===== config.mk =====
export PLATFORM = sky130hd
export DESIGN_NAME = snn_cfg_sequencer
export DESIGN_NICKNAME = d
export VERILOG_FILES = /design/src/rtl/snn_cfg_pkg.sv /design/src/rtl/snn_tick_divider.sv /design/src/rtl/snn_cfg_sequencer.sv
export SDC_FILE = /design/constraint.sdc
export NUM_CORES = 2
export LEC_CHECK = 0
export BUFFER_PORTS_ARGS = -buffer_cell sky130_fd_sc_hd__buf_2
export CAP_MARGIN = 10
export CORE_AREA = 2 2 688 690
export CTS_CLUSTER_SIZE = 20
export DETAILED_ROUTE_END_ITERATION = 7
export DIE_AREA = 0 0 690 692
export GPL_TIMING_DRIVEN = 1
export MAX_ROUTING_LAYER = met4
export PLACE_DENSITY = 0.31
export SYNTH_ARGS = -nofsm -noshare
export SYNTH_HDL_FRONTEND = slang
export SYNTH_SLANG_ARGS = --single-unit

===== constraint.sdc =====
create_clock -name clk -period 8.29 [get_ports clk]
set_input_delay 0.829 -clock clk [delete_from_list [all_inputs] [get_ports clk]]
set_output_delay 0.829 -clock clk [all_outputs]
set_load 0.01 [all_outputs]

===== src/rtl/snn_cfg_pkg.sv =====
// Shared definitions for the SNN configuration sequencer: command codes, FSM states
// and byte offsets of the fields inside the configuration image.
package snn_cfg_pkg;

    localparam logic [7:0] CMD_LOAD = 8'h01;
    localparam logic [7:0] CMD_RUN  = 8'h02;
    localparam logic [7:0] CMD_STOP = 8'h03;

    typedef enum logic [1:0] {
        IDLE = 2'd0,
        LOAD = 2'd1,
        RUN  = 2'd2
    } state_e;

    localparam int unsigned WEIGHT_BASE  = 0;
    localparam int unsigned DELAY_BASE   = 144;
    localparam int unsigned THR_IDX      = 216;
    localparam int unsigned DECAY_IDX    = 217;
    localparam int unsigned REFR_IDX     = 218;

    localparam int unsigned WEIGHT_BYTES = DELAY_BASE - WEIGHT_BASE;
    localparam int unsigned DELAY_BYTES  = THR_IDX - DELAY_BASE;

endpackage


===== src/rtl/snn_tick_divider.sv =====
// Free-running DELAY_DIV divider for the RUN state; emits a registered one-cycle tick
// whenever the count reaches DELAY_DIV-1. Clearing restarts the count from zero.
module snn_tick_divider #(
    parameter int unsigned DELAY_DIV = 4
) (
    input  logic clk,
    input  logic rst_n,
    input  logic clr,
    input  logic run,
    output logic tick
);

    localparam int unsigned DIV_W = $clog2(DELAY_DIV);
    localparam logic [DIV_W-1:0] LAST = DIV_W'(DELAY_DIV - 1);

    logic [DIV_W-1:0] div_q, div_d;
    logic             tick_q, tick_d;

    always_comb begin
        div_d = '0;
        if (run && !clr) begin
            div_d = (div_q == LAST) ? '0 : div_q + 1'b1;
        end
        // Tick tracks the registered count, so it is high exactly while div_q == LAST.
        tick_d = run && (div_d == LAST);
    end

    always_ff @(posedge clk or negedge rst_n) begin
        if (!rst_n) begin
            div_q  <= '0;
            tick_q <= 1'b0;
        end else begin
            div_q  <= div_d;
            tick_q <= tick_d;
        end
    end

    assign tick = tick_q;

endmodule


===== src/rtl/snn_cfg_sequencer.sv =====
// Byte-serial config loader and run sequencer for the two-layer delayed SNN core.
// Optional trailing XOR checksum byte on LOAD is enabled by defining SNN_CFG_CHECKSUM_EN.
module snn_cfg_sequencer
    import snn_cfg_pkg::*;
#(
    parameter int unsigned CFG_BYTES = 219,
    parameter int unsigned DELAY_DIV = 4,
    parameter int unsigned CNT_W     = 8
) (
    input  logic                      clk,
    input  logic                      rst_n,
    input  logic [7:0]                data_in,
    input  logic                      data_valid,
    output logic [WEIGHT_BYTES*8-1:0] weights,
    output logic [DELAY_BYTES*8-1:0]  delays,
    output logic [7:0]                threshold,
    output logic [7:0]                decay,
    output logic [7:0]                refractory_period,
    output logic                      net_reset,
    output logic                      enable,
    output logic                      delay_clk,
    output logic                      busy,
    output logic                      cfg_valid,
    output logic                      cfg_error
);

    localparam int unsigned      IMG_W    = CFG_BYTES * 8;
    localparam logic [CNT_W-1:0] LAST_IDX = CNT_W'(CFG_BYTES - 1);

    state_e             state_q, state_d;
    logic [CNT_W-1:0]   cnt_q, cnt_d;
    logic [IMG_W-1:0]   img_q, img_d;
    logic               net_reset_q, net_reset_d;
    logic               enable_q, enable_d;
    logic               busy_q, busy_d;
    logic               cfg_valid_q, cfg_valid_d;
    logic               load_start;
    logic               cmd_load, cmd_run, cmd_stop;
    logic               div_clr, div_run;

`ifdef SNN_CFG_CHECKSUM_EN
    localparam logic [CNT_W-1:0] CKS_IDX = CNT_W'(CFG_BYTES);

    logic [7:0] xor_q, xor_d;
    logic       cfg_error_q, cfg_error_d;
`endif

    assign cmd_load = data_valid && (data_in == CMD_LOAD);
    assign cmd_run  = data_valid && (data_in == CMD_RUN);
    assign cmd_stop = data_valid && (data_in == CMD_STOP);

    always_comb begin
        state_d     = state_q;
        cnt_d       = cnt_q;
        img_d       = img_q;
        cfg_valid_d = cfg_valid_q;
        load_start  = 1'b0;
`ifdef SNN_CFG_CHECKSUM_EN
        xor_d       = xor_q;
        cfg_error_d = cfg_error_q;
`endif

        unique case (state_q)
            IDLE: begin
                if (cmd_load) begin
                    state_d    = LOAD;
                    load_start = 1'b1;
                end else if (cmd_run && cfg_valid_q) begin
                    state_d = RUN;
                end
            end
            LOAD: begin
                // Every byte here is payload; command codes are not decoded.
                if (data_valid) begin
`ifdef SNN_CFG_CHECKSUM_EN
                    if (cnt_q == CKS_IDX) begin
                        state_d     = IDLE;
                        cfg_valid_d = (data_in == xor_q);
                        cfg_error_d = (data_in != xor_q);
                    end else begin
                        img_d[{cnt_q, 3'b000} +: 8] = data_in;
                        xor_d                       = xor_q ^ data_in;
                        cnt_d                       = cnt_q + 1'b1;
                    end
`else
                    img_d[{cnt_q, 3'b000} +: 8] = data_in;
                    cnt_d                       = cnt_q + 1'b1;
                    if (cnt_q == LAST_IDX) begin
                        state_d     = IDLE;
                        cfg_valid_d = 1'b1;
                    end
`endif
                end
            end
            RUN: begin
                // LOAD while running stops the core and goes straight to loading.
                if (cmd_load) begin
                    state_d    = LOAD;
                    load_start = 1'b1;
                end else if (cmd_stop) begin
                    state_d = IDLE;
                end
            end
            default: state_d = IDLE;
        endcase

        if (load_start) begin
            cnt_d       = '0;
            cfg_valid_d = 1'b0;
`ifdef SNN_CFG_CHECKSUM_EN
            xor_d       = '0;
            cfg_error_d = 1'b0;
`endif
        end

        net_reset_d = (state_d != RUN);
        enable_d    = (state_d == RUN);
        busy_d      = (state_d == LOAD);
    end

    always_ff @(posedge clk or negedge rst_n) begin
        if (!rst_n) begin
            state_q     <= IDLE;
            cnt_q       <= '0;
            img_q       <= '0;
            net_reset_q <= 1'b1;
            enable_q    <= 1'b0;
            busy_q      <= 1'b0;
            cfg_valid_q <= 1'b0;
        end else begin
            state_q     <= state_d;
            cnt_q       <= cnt_d;
            img_q       <= img_d;
            net_reset_q <= net_reset_d;
            enable_q    <= enable_d;
            busy_q      <= busy_d;
            cfg_valid_q <= cfg_valid_d;
        end
    end

`ifdef SNN_CFG_CHECKSUM_EN
    always_ff @(posedge clk or negedge rst_n) begin
        if (!rst_n) begin
            xor_q       <= '0;
            cfg_error_q <= 1'b0;
        end else begin
            xor_q       <= xor_d;
            cfg_error_q <= cfg_error_d;
        end
    end

    assign cfg_error = cfg_error_q;
`else
    assign cfg_error = 1'b0;
`endif

    // Divider restarts on RUN entry so the first tick lands DELAY_DIV cycles after the command.
    assign div_clr = (state_q != RUN);
    assign div_run = (state_d == RUN);

    snn_tick_divider #(
        .DELAY_DIV (DELAY_DIV)
    ) u_tick_divider (
        .clk   (clk),
        .rst_n (rst_n),
        .clr   (div_clr),
        .run   (div_run),
        .tick  (delay_clk)
    );

    assign weights           = img_q[WEIGHT_BASE*8 +: WEIGHT_BYTES*8];
    assign delays            = img_q[DELAY_BASE*8 +: DELAY_BYTES*8];
    assign threshold         = img_q[THR_IDX*8 +: 8];
    assign decay             = img_q[DECAY_IDX*8 +: 8];
    assign refractory_period = img_q[REFR_IDX*8 +: 8];
    assign net_reset         = net_reset_q;
    assign enable            = enable_q;
    assign busy              = busy_q;
    assign cfg_valid         = cfg_valid_q;

endmodule


# Yosys cells after proc, flatten, opt, wreduce, memory -nomap -nowiden
# Cells that the tools add are included.
dict set report totals {
  ff_bits 1769
  input_bits 11
  output_inout_bits 1758
  elab_cells 60
}
dict set report classes {
  addsub 3
  eq_ne 12
  shifts 2
  n_mux 19
  n_reduce_logical 15
}
# operator n
set ops {}
lappend ops {{1752-bit bitwise mux} 1}
lappend ops {{8-bit by 13-bit variable shift with 1752-bit output, first input constant} 1}
lappend ops {{8-bit by 13-bit variable part select with 1752-bit output} 1}
lappend ops {{8-bit 2-to-1 mux} 3}
lappend ops {{8-bit by 2-bit == test with 1-bit output, second input constant} 2}
lappend ops {{2-bit 2-to-1 mux} 8}
lappend ops {{11-bit negator with 13-bit output} 1}
lappend ops {{8-bit by 1-bit adder with 8-bit output, second input constant} 1}
lappend ops {{2-bit == test, second input constant} 4}
lappend ops {{8-bit by 1-bit == test with 1-bit output, second input constant} 1}
lappend ops {{8-bit == test, second input constant} 1}
lappend ops {{1-bit logical AND} 6}
lappend ops {{1-bit 2-to-1 mux} 6}
lappend ops {{2-bit case mux with 3 select lines} 1}
lappend ops {{2-bit nonzero test} 3}
lappend ops {{2-bit by 1-bit == test with 1-bit output, second input constant} 2}
lappend ops {{2-bit inequality test, second input constant} 2}
lappend ops {{2-bit AND reduction} 2}
lappend ops {{3-bit AND reduction} 1}
lappend ops {{2-bit by 1-bit adder with 2-bit output, second input constant} 1}
lappend ops {{2-bit zero test} 1}
lappend ops {{2-bit OR reduction} 1}
lappend ops {{1-bit zero test} 1}

# Depth between registers and ports, before layout
dict set report depth {
  word_depth 11
  ltp_mapped 13
  depth_no_buf 7
}

# Cells and area by module
# Synthesis repeated with hierarchy kept, for this count alone.
dict set report unflattened {
  hier_cells 4875
  hier_area_um2 71312.1
}
# module n_inst cells_per_inst area_each_um2 seq_area_each_um2
set by_module_without_submodules {}
lappend by_module_without_submodules {snn_cfg_sequencer 1 4868 71193.3 44193.6}
lappend by_module_without_submodules {snn_tick_divider 1 7 118.9 75.1}

# Worst setup path after synthesis
# No wires, ideal clock.
dict set report synth_path {
  path_kind {register to register}
  start {register cnt_q[0]}
  end {register img_q[1368]}
  setup_ns 0.125
  arrival_time_ns 3.291
  t_required_ns 8.165
  setup_slack_ns 4.875
  stages_incl_launch_ff 10
  path_buffers 2
  period_less_slack_ns 3.415
  cell_sequence {dfrtp_1 -> clkbuf_1 -> clkinv_1 -> ha_1 -> buf_2 -> and2b_1 -> a31oi_1 -> o21ai_2 -> nor4_2 -> mux2_2}
}
dict set report synth_via {
  elab_chain_cells 3
  elab_cells_between_ends 4
  cone_classes {add/sub (1); shift (2); mux (1)}
}
# item line_no
set synth_lines {}
lappend synth_lines {{from (decl)} snn_cfg_sequencer.sv:31} ;# logic [CNT_W-1:0] cnt_q, cnt_d;
lappend synth_lines {{from (signal assigned)} snn_cfg_sequencer.sv:132} ;# cnt_q <= cnt_d;
lappend synth_lines {{11-bit negator with 13-bit output (*)} snn_cfg_sequencer.sv:86} ;# img_d[{cnt_q, 3'b000} +: 8] = data_in;
lappend synth_lines {{8-bit by 13-bit variable part select with 1752-bit output / 8-bit by 13-bit variable shift with 1752-bit output (equally long branches)} snn_cfg_sequencer.sv:86}
lappend synth_lines {{1752-bit bitwise mux (*)} snn_cfg_sequencer.sv:86}
lappend synth_lines {{to (signal assigned)} snn_cfg_sequencer.sv:133} ;# img_q <= img_d;
lappend synth_lines {{to (decl)} snn_cfg_sequencer.sv:32} ;# logic [IMG_W-1:0] img_q, img_d;
# Mark *: on every way between the ends. The rest lies on a longest branch, timed or not.
# A chain may end at the register's enable or synchronous reset.

# Worst setup path in the final report
dict set report layout_path {
  start {register cnt_q[1]}
  end {register img_q[1750]}
}
# Same word-level chain as after synthesis.

==> results.md <==
- The area of the multi-input gates is 26500 µm².
- The DRC violations left is 0.
- The number of non-filler instances in the completed layout is 13167.
- Counting tap cells, the placed design contains a total of 12716 instances.
- The flow ran to the end, and the final reports show no timing, DRC or antenna violations.
- Among all flip-flop cells after synthesis, the most frequent one is dfrtp_1.
- The synthesized net count is 4919.
- The starting utilization of the core area is 0.1527.
- The core outline area is 469800 µm².
- For this design, the slowest cell found on the critical path is nand2_2.
- At the later pin of the worst-skew pair, clock insertion delay measures 0.96 ns.
- The total power per unit cell area is 235.6 nW/µm².
- The root buffer cell chosen for the clock tree is clkbuf_16.
- Entering global routing, the biggest net connects 159 pins.
- Leaving out fill and tap cells, the most frequent cell in the layout is dfrtp_1.
- Setup repair after global routing left no endpoint under its margin.
- In this run the critical register-to-register path is launched from cnt_q[1].
- The H-tree depth reported by CTS is 4.
- Of all nets on the critical path, the largest fanout is 25.
- The worst register-to-register path ends at img_q[1750].
- The initial antenna violation count is 65.
- The most prevalent standard cell on the critical path is inv_1.
- The total CTS buffers is 230.
- For this run, the post-layout net count is 6743.
- The standby leakage power is 0.05059 µW.
- The I/O pin total is 1769.
- Of the total synthesized cell area, the portion taken by AND, OR, NAND and NOR gates is 0.08102.
- The detailed-route vias per instance is 3.921.
- Counting every sink on the clock net gives 1769.
- The ratio of cells with drive above 1 in the final layout is 0.6010.
- The proportion of netlist area held by the largest area contributor is 0.6169.
- The multiplexer share of the synthesized area is 0.2545.
- STA puts the critical path data arrival time at 5.75 ns.
- The fraction of registers with async set/reset is 1.000.
- The highest achievable clock rate is 0.2017 GHz.
- The number of hold-slack violations in the final timing report is 0.
- For this run, the total global-route usage over all layers was measured as 0.1853.
- After synthesis, the cell types taking the most area are dfrtp_1, mux2_2, nor2_1.
- The area taken by flip-flops and latches is 44270 µm².
- Relative to the synthesized area, the layout overhead comes to 35.07%.
- The setup path with the least slack is of type reg2reg.
- The compound-cell area share of the yosys netlist is 0.02441.
- The path class of the tightest hold or removal check is in2reg.
- The first detailed-routing pass ran for 5 iterations.
- The total power consumption of the routed design is 22820 µW.
- The floorplan step set the die width to 690 µm.
- The quantity of I/O buffers inserted on ports is 1767.
- The adder-cell share of the synthesized area is 0.001047.
- The smallest clock period supported by the final layout is computed as 4.957 ns.
- Measured in cells, the most critical reg-to-reg path has a length of 7.
- The count of nets left with antenna violations once routing finished came out at 0.
- By area, the combinational part of the netlist is dominated by multiplexers.
- The final count of negative-setup-slack endpoints is 0.
- Traced cell by cell, the critical path runs through inv_1, ha_1, inv_1, nor2_1, nand2_2, or3_1, mux2_2.
- The average size of a mapped cell is 14.63 µm².
- The count of fill cells added during filler insertion is 50905.
- The residual overflow from global routing is 0.
- Post-CTS timing repair inserted 0 buffers for setup.
- The initial detailed-routing violation count is 2958.
- The first global-routing pass estimated 574500 µm of wire.
- The register bit count reported by yosys is 1769.
- The total vias in the final route is 51623.
- For this run, the register share of the synthesized area comes to 0.6172.
- The number of cells on the critical path is 7.
- The count of standard-cell rows is 252.
- After clock tree synthesis, the clock-pin slew on the worst setup and hold paths is 0.06 ns.
- Of all cell types, the one taking the most synthesized area is dfrtp_1.
- The count of mapped cells out of synthesis is 4902.
- The post-synthesis cell type count is 77.
- The critical path data required time is 9.08 ns.
- The worst hold path was traced through 3 stages.
- The share of the cycle needed by the critical path after routing is 0.5980.
- Hold is met by 0.2494 ns.
- The vertical die dimension is 692 µm.
- The capture endpoint of the worst hold path is state_q[0].
- The die area is 477500 µm².
- The worst-case clock skew is 0.07595 ns.
- Across the VDD grid, the largest voltage drop is 276.9 µV.
- The total half-perimeter wirelength after legalization and detailed placement is 332400 µm.
- On the worst path, the slowest cell contributes a delay of 0.89 ns.
- The utilization of the core after routing is 0.2062.
- The library cells used most frequently in the layout, excluding fill and tap cells, are dfrtp_1, buf_2, mux2_2, nor2_1, clkbuf_16.
- The critical path buffer and inverter count is 2.
- The worst setup path is captured at a flop.
- The number of global-route vias before repair was 53784.
- The number of flops mapped to enable cells by yosys is 0.
- The xor and xnor area share after synthesis is 0.001448.
- The number of slew-limit violations in the final report was 0.
- The routed length per placed instance is 33.79 µm.
- The kind of launch point of the worst setup path is a flop.
- The pin slew with the least headroom to its limit is 1.279 ns.
- The relative slew slack is 0.1412.
- The startpoint of the worst hold path is data_valid.
- Buffers inserted to repair hold after CTS numbered 1.
- The total wire length is 445000 µm.
- At the end of routability-driven placement, the weighted congestion stood at 0.7982.
- The TritonCTS clock tree is yes.
- In this run the register-to-register setup slack is 3.33 ns.
- The number of resized instances in the post-cts repair step is 0.
- The number of warnings issued by yosys is 0.
- Summed over all failing endpoints, the final setup total negative slack is 0 ns.
- The family of cells with the greatest summed delay on the critical path is simple AND/OR/NAND/NOR gates.
- Max-cap violations in this run came to 0.
- The total standard cell area after synthesis is 71720 µm².
- The clock passes through at most 4 buffers.
-- per-stage QoR --
stage | setup slack (ns) | instance area [µm²]
finish | 3.333 | 96870
CTS | 3.300 | 96810
global route | 3.203 | 96810
global placement | 3.203 | 88790
floorplan | 4.875 | 71720
detailed placement | 3.388 | 88810
-- cell usage after synthesis (14+ instances only) --
cell type	count
o2bb2ai_1	96
nor3_2	19
or4_1	14
nand2_1	51
a22o_1	16
a32o_1	15
nor2_1	368
clkbuf_1	248
nand4_1	26
buf_2	61
or3_1	31
nor3_4	56
nand3_1	57
nor4_4	30
buf_4	18
nor4_1	20
nor3_1	184
mux2_2	1618
dfrtp_1	1768
-- registers in the layout, indices dropped and copies added (netlist names) --
signal                cells
img_q                  1752
cnt_q                     8
state_q                   2
u_tick_divider.div_q      2
busy                      1
cfg_valid                 1
enable                    1
net_reset                 1
u_tick_divider.tick       1
-- kinds of logic after synthesis --
family                     Yosys count
DFF                               1769
muxes                             1621
and+or+nand+nor                    943
buffers and inverters              347
AOI/OAI and AO/OA                  204
xor gates and xnor gates            11
adders and majority gates            6
other                                1
-- how the worst max path moves through the flow --
stage / start / to / slack [ns]
2_1_floorplan: cnt_q[0] / img_q[1368] / 4.87
3_3_place_gp: cnt_q[0] / img_q[886] / 3.20
3_5_place_dp: cnt_q[1] / img_q[1748] / 3.39
4_1_cts: cnt_q[1] / img_q[1748] / 3.30
5_1_grt: cnt_q[1] / img_q[1748] / 3.20
6_report: cnt_q[1] / img_q[1750] / 3.33
-- worst min-delay path, stage by stage --
cell and delay (ns):
buf_2 0.14, nand2_1 0.08, a21o_1 0.12
-- power by group --
part	internal (µW)	switching [µW]
Clock	6360	4360
Sequential	8710	67.2
Combinational	456	2870
Total	15500	7300
-- routing by layer --
metal / wire length, µm / track usage / vias up
li1: - / - / 21324
met1: 184600 / 0.2243 / 28011
met2: 215400 / 0.3066 / 1832
met3: 31780 / 0.04720 / 456
met4: 13270 / 0.04768 / 0
met5: 0 / - / -
-- final cells by class --
cell class / count / area share
Tap cell: 6223 / 0.08037
Timing Repair Buffer: 1931 / 0.1057
Sequential cell: 1769 / 0.4570
Antenna cell: 26 / 0.0006716
Inverter: 8 / 0.0003100
Clock buffer: 324 / 0.06889
Multi-Input combinational cell: 2786 / 0.2736
Clock inverter: 100 / 0.01355
No activity file was read; power rests on OpenSTA's default activity.
